$ cat src/rtl/mdu_iter_pkg.sv
// Shared MIPS multiply/divide encodings: operation codes, FSM states and decode helpers.
package mdu_iter_pkg;

    typedef enum logic [1:0] {
        MDU_MULT  = 2'd0,
        MDU_MULTU = 2'd1,
        MDU_DIV   = 2'd2,
        MDU_DIVU  = 2'd3
    } mdu_oper_e;

    typedef enum logic [1:0] {
        MDU_ST_IDLE = 2'd0,
        MDU_ST_CALC = 2'd1,
        MDU_ST_FIX  = 2'd2
    } mdu_state_e;

    function automatic logic oper_is_div(input mdu_oper_e op);
        return op[1];
    endfunction

    function automatic logic oper_is_signed(input mdu_oper_e op);
        return ~op[0];
    endfunction

endpackage

$ cat src/rtl/mdu_iter_if.sv
// Request/result bundle between the CPU datapath (master) and the multiply/divide unit (slave).
interface mdu_iter_if #(
    parameter int WIDTH = 32
);
    import mdu_iter_pkg::*;

    logic             flush;
    logic             start;
    mdu_oper_e        oper;
    logic [WIDTH-1:0] opa;
    logic [WIDTH-1:0] opb;
    logic             hi_wen;
    logic             lo_wen;
    logic [WIDTH-1:0] wdata;
    logic             busy;
    logic             done;
    logic [WIDTH-1:0] hi;
    logic [WIDTH-1:0] lo;

    modport master (
        output flush, start, oper, opa, opb, hi_wen, lo_wen, wdata,
        input  busy, done, hi, lo
    );

    modport slave (
        input  flush, start, oper, opa, opb, hi_wen, lo_wen, wdata,
        output busy, done, hi, lo
    );

endinterface

$ cat src/rtl/mdu_iter_step.sv
// One iteration of the shared multiply/divide datapath: a shift-add step for
// multiply or a restoring-division step, both operating on unsigned magnitudes.
module mdu_iter_step #(
    parameter int WIDTH = 32
) (
    input  logic               is_div,
    input  logic [2*WIDTH-1:0] acc,
    input  logic [WIDTH-1:0]   operand,
    output logic [2*WIDTH-1:0] acc_next
);

    logic [WIDTH:0] add_sum;
    logic [WIDTH:0] sub_cand;
    logic [WIDTH:0] sub_diff;

    // acc holds {partial product, remaining multiplier} or {remainder, dividend/quotient bits}.
    always_comb begin
        add_sum  = {1'b0, acc[2*WIDTH-1:WIDTH]} + {1'b0, operand};
        sub_cand = acc[2*WIDTH-1:WIDTH-1];
        sub_diff = sub_cand - {1'b0, operand};
        acc_next = acc;
        if (is_div) begin
            if (!sub_diff[WIDTH]) begin
                acc_next = {sub_diff[WIDTH-1:0], acc[WIDTH-2:0], 1'b1};
            end else begin
                acc_next = {sub_cand[WIDTH-1:0], acc[WIDTH-2:0], 1'b0};
            end
        end else if (acc[0]) begin
            acc_next = {add_sum, acc[WIDTH-1:1]};
        end else begin
            acc_next = {1'b0, acc[2*WIDTH-1:1]};
        end
    end

endmodule

$ cat src/rtl/mdu_iter.sv
// Iterative MULT/MULTU/DIV/DIVU unit with HI/LO registers; one result bit per
// enabled cycle, with CPU stall (cpu_en), flush and MTHI/MTLO write support.
module mdu_iter
    import mdu_iter_pkg::*;
#(
    parameter int WIDTH = 32
) (
    input logic         clk,
    input logic         cpu_rst_n,
    input logic         cpu_en,
    mdu_iter_if.slave   bus
);

    localparam int CNT_W = $clog2(WIDTH + 1);

    mdu_state_e         state_q, state_d;
    logic [CNT_W-1:0]   cnt_q, cnt_d;
    logic               is_div_q, is_div_d;
    logic               neg_q, neg_d;
    logic               rem_neg_q, rem_neg_d;
    logic [2*WIDTH-1:0] acc_q, acc_d;
    logic [WIDTH-1:0]   opb_q, opb_d;
    logic [WIDTH-1:0]   hi_q, hi_d;
    logic [WIDTH-1:0]   lo_q, lo_d;
    logic               busy_q, busy_d;
    logic               done_q, done_d;

    logic               req_div;
    logic               a_neg;
    logic               b_neg;
    logic [WIDTH-1:0]   a_mag;
    logic [WIDTH-1:0]   b_mag;
    logic [2*WIDTH-1:0] step_acc;
    logic [2*WIDTH-1:0] prod_fix;
    logic [WIDTH-1:0]   quot_fix;
    logic [WIDTH-1:0]   rem_fix;

    mdu_iter_step #(
        .WIDTH (WIDTH)
    ) u_step (
        .is_div   (is_div_q),
        .acc      (acc_q),
        .operand  (opb_q),
        .acc_next (step_acc)
    );

    // Operand magnitudes; negating the most-negative value yields its correct unsigned magnitude.
    always_comb begin
        req_div = oper_is_div(bus.oper);
        a_neg   = oper_is_signed(bus.oper) & bus.opa[WIDTH-1];
        b_neg   = oper_is_signed(bus.oper) & bus.opb[WIDTH-1];
        a_mag   = a_neg ? -bus.opa : bus.opa;
        b_mag   = b_neg ? -bus.opb : bus.opb;
    end

    always_comb begin
        prod_fix = neg_q ? -acc_q : acc_q;
        quot_fix = neg_q ? -acc_q[WIDTH-1:0] : acc_q[WIDTH-1:0];
        rem_fix  = rem_neg_q ? -acc_q[2*WIDTH-1:WIDTH] : acc_q[2*WIDTH-1:WIDTH];
    end

    always_comb begin
        state_d   = state_q;
        cnt_d     = cnt_q;
        is_div_d  = is_div_q;
        neg_d     = neg_q;
        rem_neg_d = rem_neg_q;
        acc_d     = acc_q;
        opb_d     = opb_q;
        hi_d      = hi_q;
        lo_d      = lo_q;
        busy_d    = busy_q;
        done_d    = 1'b0;

        if (cpu_en) begin
            if (bus.flush) begin
                state_d = MDU_ST_IDLE;
                busy_d  = 1'b0;
                cnt_d   = '0;
            end else begin
                case (state_q)
                    MDU_ST_IDLE: begin
                        if (bus.start) begin
                            is_div_d  = req_div;
                            busy_d    = 1'b1;
                            cnt_d     = CNT_W'(WIDTH);
                            opb_d     = b_mag;
                            // Divide by zero skips iteration; FIX then passes acc through unchanged.
                            if (req_div && (bus.opb == '0)) begin
                                state_d   = MDU_ST_FIX;
                                acc_d     = {bus.opa, {WIDTH{1'b1}}};
                                neg_d     = 1'b0;
                                rem_neg_d = 1'b0;
                            end else begin
                                state_d   = MDU_ST_CALC;
                                acc_d     = {{WIDTH{1'b0}}, a_mag};
                                neg_d     = a_neg ^ b_neg;
                                rem_neg_d = a_neg & req_div;
                            end
                        end else begin
                            if (bus.hi_wen) begin
                                hi_d = bus.wdata;
                            end
                            if (bus.lo_wen) begin
                                lo_d = bus.wdata;
                            end
                        end
                    end
                    MDU_ST_CALC: begin
                        acc_d = step_acc;
                        cnt_d = cnt_q - CNT_W'(1);
                        if (cnt_q == CNT_W'(1)) begin
                            state_d = MDU_ST_FIX;
                        end
                    end
                    MDU_ST_FIX: begin
                        state_d = MDU_ST_IDLE;
                        busy_d  = 1'b0;
                        done_d  = 1'b1;
                        if (is_div_q) begin
                            hi_d = rem_fix;
                            lo_d = quot_fix;
                        end else begin
                            hi_d = prod_fix[2*WIDTH-1:WIDTH];
                            lo_d = prod_fix[WIDTH-1:0];
                        end
                    end
                    default: begin
                        state_d = MDU_ST_IDLE;
                        busy_d  = 1'b0;
                    end
                endcase
            end
        end
    end

    always_ff @(posedge clk or negedge cpu_rst_n) begin
        if (!cpu_rst_n) begin
            state_q   <= MDU_ST_IDLE;
            cnt_q     <= '0;
            is_div_q  <= 1'b0;
            neg_q     <= 1'b0;
            rem_neg_q <= 1'b0;
            acc_q     <= '0;
            opb_q     <= '0;
            hi_q      <= '0;
            lo_q      <= '0;
            busy_q    <= 1'b0;
            done_q    <= 1'b0;
        end else begin
            state_q   <= state_d;
            cnt_q     <= cnt_d;
            is_div_q  <= is_div_d;
            neg_q     <= neg_d;
            rem_neg_q <= rem_neg_d;
            acc_q     <= acc_d;
            opb_q     <= opb_d;
            hi_q      <= hi_d;
            lo_q      <= lo_d;
            busy_q    <= busy_d;
            done_q    <= done_d;
        end
    end

    assign bus.busy = busy_q;
    assign bus.done = done_q;
    assign bus.hi   = hi_q;
    assign bus.lo   = lo_q;

endmodule

$ cat src/flat_wrapper.sv
// flat-port wrapper written by rule: the top's interface ports become plain ports
module mdu_iter_flat import mdu_iter_pkg::*;
#(
    parameter int WIDTH = 32
)
  (clk, cpu_rst_n, cpu_en, bus_flush, bus_start, bus_oper, bus_opa, bus_opb, bus_hi_wen, bus_lo_wen, bus_wdata, bus_busy, bus_done, bus_hi, bus_lo);
  mdu_iter_if #(.WIDTH(WIDTH)) bus_i ();
  input logic clk;
  input logic cpu_rst_n;
  input logic cpu_en;
  input wire logic [$bits(bus_i.flush)-1:0] bus_flush;
  input wire logic [$bits(bus_i.start)-1:0] bus_start;
  input wire logic [$bits(bus_i.oper)-1:0] bus_oper;
  input wire logic [$bits(bus_i.opa)-1:0] bus_opa;
  input wire logic [$bits(bus_i.opb)-1:0] bus_opb;
  input wire logic [$bits(bus_i.hi_wen)-1:0] bus_hi_wen;
  input wire logic [$bits(bus_i.lo_wen)-1:0] bus_lo_wen;
  input wire logic [$bits(bus_i.wdata)-1:0] bus_wdata;
  output wire logic [$bits(bus_i.busy)-1:0] bus_busy;
  output wire logic [$bits(bus_i.done)-1:0] bus_done;
  output wire logic [$bits(bus_i.hi)-1:0] bus_hi;
  output wire logic [$bits(bus_i.lo)-1:0] bus_lo;
  assign bus_i.flush = bus_flush;
  assign bus_i.start = bus_start;
  assign bus_i.oper = bus_oper;
  assign bus_i.opa = bus_opa;
  assign bus_i.opb = bus_opb;
  assign bus_i.hi_wen = bus_hi_wen;
  assign bus_i.lo_wen = bus_lo_wen;
  assign bus_i.wdata = bus_wdata;
  assign bus_busy = bus_i.busy;
  assign bus_done = bus_i.done;
  assign bus_hi = bus_i.hi;
  assign bus_lo = bus_i.lo;
  mdu_iter #(.WIDTH(WIDTH)) u_core (.clk(clk), .cpu_rst_n(cpu_rst_n), .cpu_en(cpu_en), .bus(bus_i));
endmodule
$ cat config.mk
export PLATFORM = sky130hd
export DESIGN_NAME = mdu_iter_flat
export DESIGN_NICKNAME = d
export VERILOG_FILES = /design/src/rtl/mdu_iter_pkg.sv /design/src/rtl/mdu_iter_if.sv /design/src/rtl/mdu_iter_step.sv /design/src/rtl/mdu_iter.sv /design/src/flat_wrapper.sv
export SDC_FILE = /design/constraint.sdc
export NUM_CORES = 1
export LEC_CHECK = 0
export BUFFER_PORTS_ARGS = -buffer_cell sky130_fd_sc_hd__buf_2
export CORE_MARGIN = 8
export CORE_UTILIZATION = 40
export DETAILED_ROUTE_END_ITERATION = 16
export SLEW_MARGIN = 20
export SYNTH_ARGS = -nofsm -noshare
export SYNTH_HDL_FRONTEND = slang
export SYNTH_SLANG_ARGS = --single-unit
$ cat constraint.sdc
create_clock -name clk -period 3.1 [get_ports clk]
set_input_delay 0.31 -clock clk [delete_from_list [all_inputs] [get_ports clk]]
set_output_delay 0.31 -clock clk [all_outputs]
set_load 0.005 [all_outputs]
==> flow_metrics.tcl <==
set metrics [dict create \
    ys.flop_type "dfrtp_1" \
    fin_setup_tns_ps -383 \
    cts_tree "done" \
    ys_seq_area_share_pct 28.8 \
    numCtsBuffers 17 \
    cpPeakStageDelay_ps 560 \
    grt_overflow_total 0 \
    wl_mm 62.6 \
    final_layout_size_suffix_gt1_share_pct 28.8 \
    fillCellCount 3630 \
    regArea_um2 4330 \
    hold_viol_final 0 \
    grt_pass1_vias 16000 \
    setup_ws_ps -75.3 \
    dp_hpwl_mm 48.5 \
    ant_nets 0 \
    fin_util_pct 54.0 \
    grt_max_degree 92 \
    ir_drop_uv 679 \
    ys_warn_count 0 \
    fmax_ghz 0.315 \
    clockRootBuffer "clkbuf_16" \
    synth_largest_area_cell "dfrtp_1" \
    clk_path_buf_depth 2 \
    max_slew_margin_pct 39.5 \
    multi_input_area_um2 11000 \
    initial_core_util_pct 40.2 \
    vias 16600 \
    hp-class "primary input to flop" \
    reg2reg_from "u_core.acc_q[14]" \
    synth_enable_flop_cells 0 \
    rows 71 \
    first_pass_iters 8 \
    synth.top_cell.area_share_pct 28.8 \
    path_clk_slew_ps 70 \
    whs_ps 112 \
    synthesis.nets 2144 \
    crit_required_ps 3410 \
    timing.final.crit_share_pct 102 \
    core-area_um2 37400 \
    report.final.slew_viol_count 0 \
    dp_cells 2784 \
    async_reset_ff_share_pct 100 \
    cpMaxStageDelayCell "or4_4" \
    synthesis.area_um2 15000 \
    final_nets 2519 \
    syn_inst 1967 \
    insertion_delay_ps 470 \
    io_pins 171 \
    layout_min_cycle_time_ps 3180 \
    p_leak_nw 9.10 \
    status "finished, violations left" \
    drc 0 \
    die-area_um2 44100 \
    fin_skew_ps 14.9 \
    power_w 0.0207 \
    violations "negative setup slack" \
    crit_type "flop to flop" \
    worstPathArrival_ps 3490 \
    ys_ff_latch 173 \
    worstMarginPinSlew_ps 904 \
    crit_chain "or4_4 -> nor4_4 -> buf_4 -> or4b_4 -> nor4_4 -> nand2_1 -> nand2_2 -> o21ai_0 -> xor2_1 -> a21oi_1 -> o21ai_0" \
    track_usage_pct 27.4 \
    vias_per_cell 5.79 \
    routabilityCongestion 0.988 \
    crit_family "simple AND/OR/NAND/NOR gates" \
    synth_area_per_cell_um2 7.65 \
    die_x_um 210 \
    synthTopCellsByArea "dfrtp_1 29%, o21ai_0 6.8%, nand2_1 6.6%" \
    port_buffers 170 \
    cp-startpoint "u_core.acc_q[14]" \
    setup_violations 11 \
    critPathLaunchType "flop" \
    hold_path.startpoint "cpu_en" \
    power.density_nw_per_um2 1020 \
    antenna_found_initial 2 \
    finish.cell_count_without_fillers 2867 \
    max-cap-violations 0 \
    cp_max_fo 5 \
    ys_types 72 \
    fp.dieH_um 210 \
    wl_per_cell_um 21.8 \
    syn_to_final_growth_pct 34.2 \
    endpoint_kind "flop" \
    drt_iter0_markers 1633 \
    h-tree-depth 4 \
    crit_buf_inv 1 \
    clock-sinks 173 \
    rsz0062_at_grt "yes" \
    grt_pass1_wl_mm 94.4 \
]
## worst paths after layout
path / to / slack (ps) / cells after the start
worst max-delay path: u_core.bus.hi[23] / -80 / 11
worst min-delay path: u_core.state_q[1] / 110 / 2
worst max register to register: u_core.bus.hi[23] / -80 / 11
worst min register to register: u_core.bus.hi[14] / 470 / 2
max in group asynchronous: u_core.bus.lo[30] / 1790 / 3
min in group asynchronous: u_core.opb_q[4] / 480 / 2
## what timing repair did
| action | 4_1_cts | 5_1_grt |
|---|---|---|
| endpoints found under the hold margin | 74 | 0 |
| gates cloned | 0 | 2 |
| pin swaps | 30 | 111 |
| endpoints found under the setup margin | 61 | 59 |
| hold buffers | 1 | 0 |
| setup buffers | 16 | 34 |
| gates resized for setup | 75 | 163 |
## cells in the mapped netlist, drive strengths merged, types with 42 or more instances
library cell,instances
clkbuf,106
xor2,72
nand2,263
a21o,42
ha,70
a21oi,164
nor2,174
inv,66
xnor2,108
dfrtp,173
o21ai,215
o31ai,46
## kinds of logic (layout without fill, tap and decap cells)
family / Yosys count / count (layout) / share of synthesized area [%]
AND/OR/NAND/NOR: 662 / 662 / 20.2
AO/OA/AOI/OAI: 648 / 648 / 26.7
buffers and inverters: 188 / 575 / 4.76
XOR/XNOR: 180 / 180 / 10.5
flip-flops: 173 / 173 / 28.8
adder cells (fa/ha/maj): 72 / 72 / 6.09
multiplexers: 44 / 44 / 2.98
other: 0 / 2 / 0
## flip-flops by register name, indices dropped and copies added, names as in the netlist
register          cells
u_core.neg_q          1
u_core.rem_neg_q      1
u_core.acc_q         64
u_core.cnt_q          6
u_core.is_div_q       1
u_core.bus.done       1
u_core.bus.lo        32
u_core.bus.hi        32
u_core.opb_q         32
u_core.bus.busy       1
u_core.state_q        2
## where the power goes
group          internal, W  total (W)  leakage, nW  switching, W
clock network      0.00116    0.00219        0.279       0.00104
registers          0.00308    0.00379         2.18      0.000706
logic              0.00658     0.0147         6.65       0.00811
total               0.0108     0.0207         9.10       0.00986
## stage by stage
step | instance area [um2] | setup WS, ps
6_report | 20200 | -75.3
2_1_floorplan | 15100 | 4.35
3_3_place_gp | 18200 | -291
5_1_grt | 20200 | -159
3_5_place_dp | 18200 | -365
4_1_cts | 19200 | -26.2
## layout by cell type (no fill, tap or decap), types with 21 or more instances in the layout
cell type,synthesis,final
mux2i_1,38,38
o21ai_0,205,166
inv_1,66,60
nand3_1,39,35
nor3_1,35,33
xnor2_1,108,104
o21ai_1,10,39
a21o_1,42,42
nand2_1,263,252
dfrtp_1,173,171
buf_4,1,273
buf_6,0,24
o31ai_1,45,43
nor2_1,173,170
a21oi_2,0,21
ha_1,70,55
xor2_1,72,66
a21oi_1,164,140
buf_2,5,169
## routing by layer
| metal | GRT usage [%] | part of all wire, % | vias up |
|---|---|---|---|
| li1 | - | - | 7805 |
| met1 | 37.0 | 44 | 8046 |
| met4 | 11.0 | 3.5 | 0 |
| met3 | 4.19 | 6.7 | 114 |
| met2 | 43.6 | 46 | 643 |
| met5 | 0 | 0 | - |
## final cells by class
class | count | area share [%]
antenna | 2 | 0.0248
timing repair buffer | 478 | 16.8
clock buffer | 20 | 2.26
inverter | 66 | 1.24
tap | 511 | 3.17
sequential | 173 | 21.5
clock inverter | 11 | 0.533
multi-input combinational | 1606 | 54.5
(Power assumes the default switching activity.)
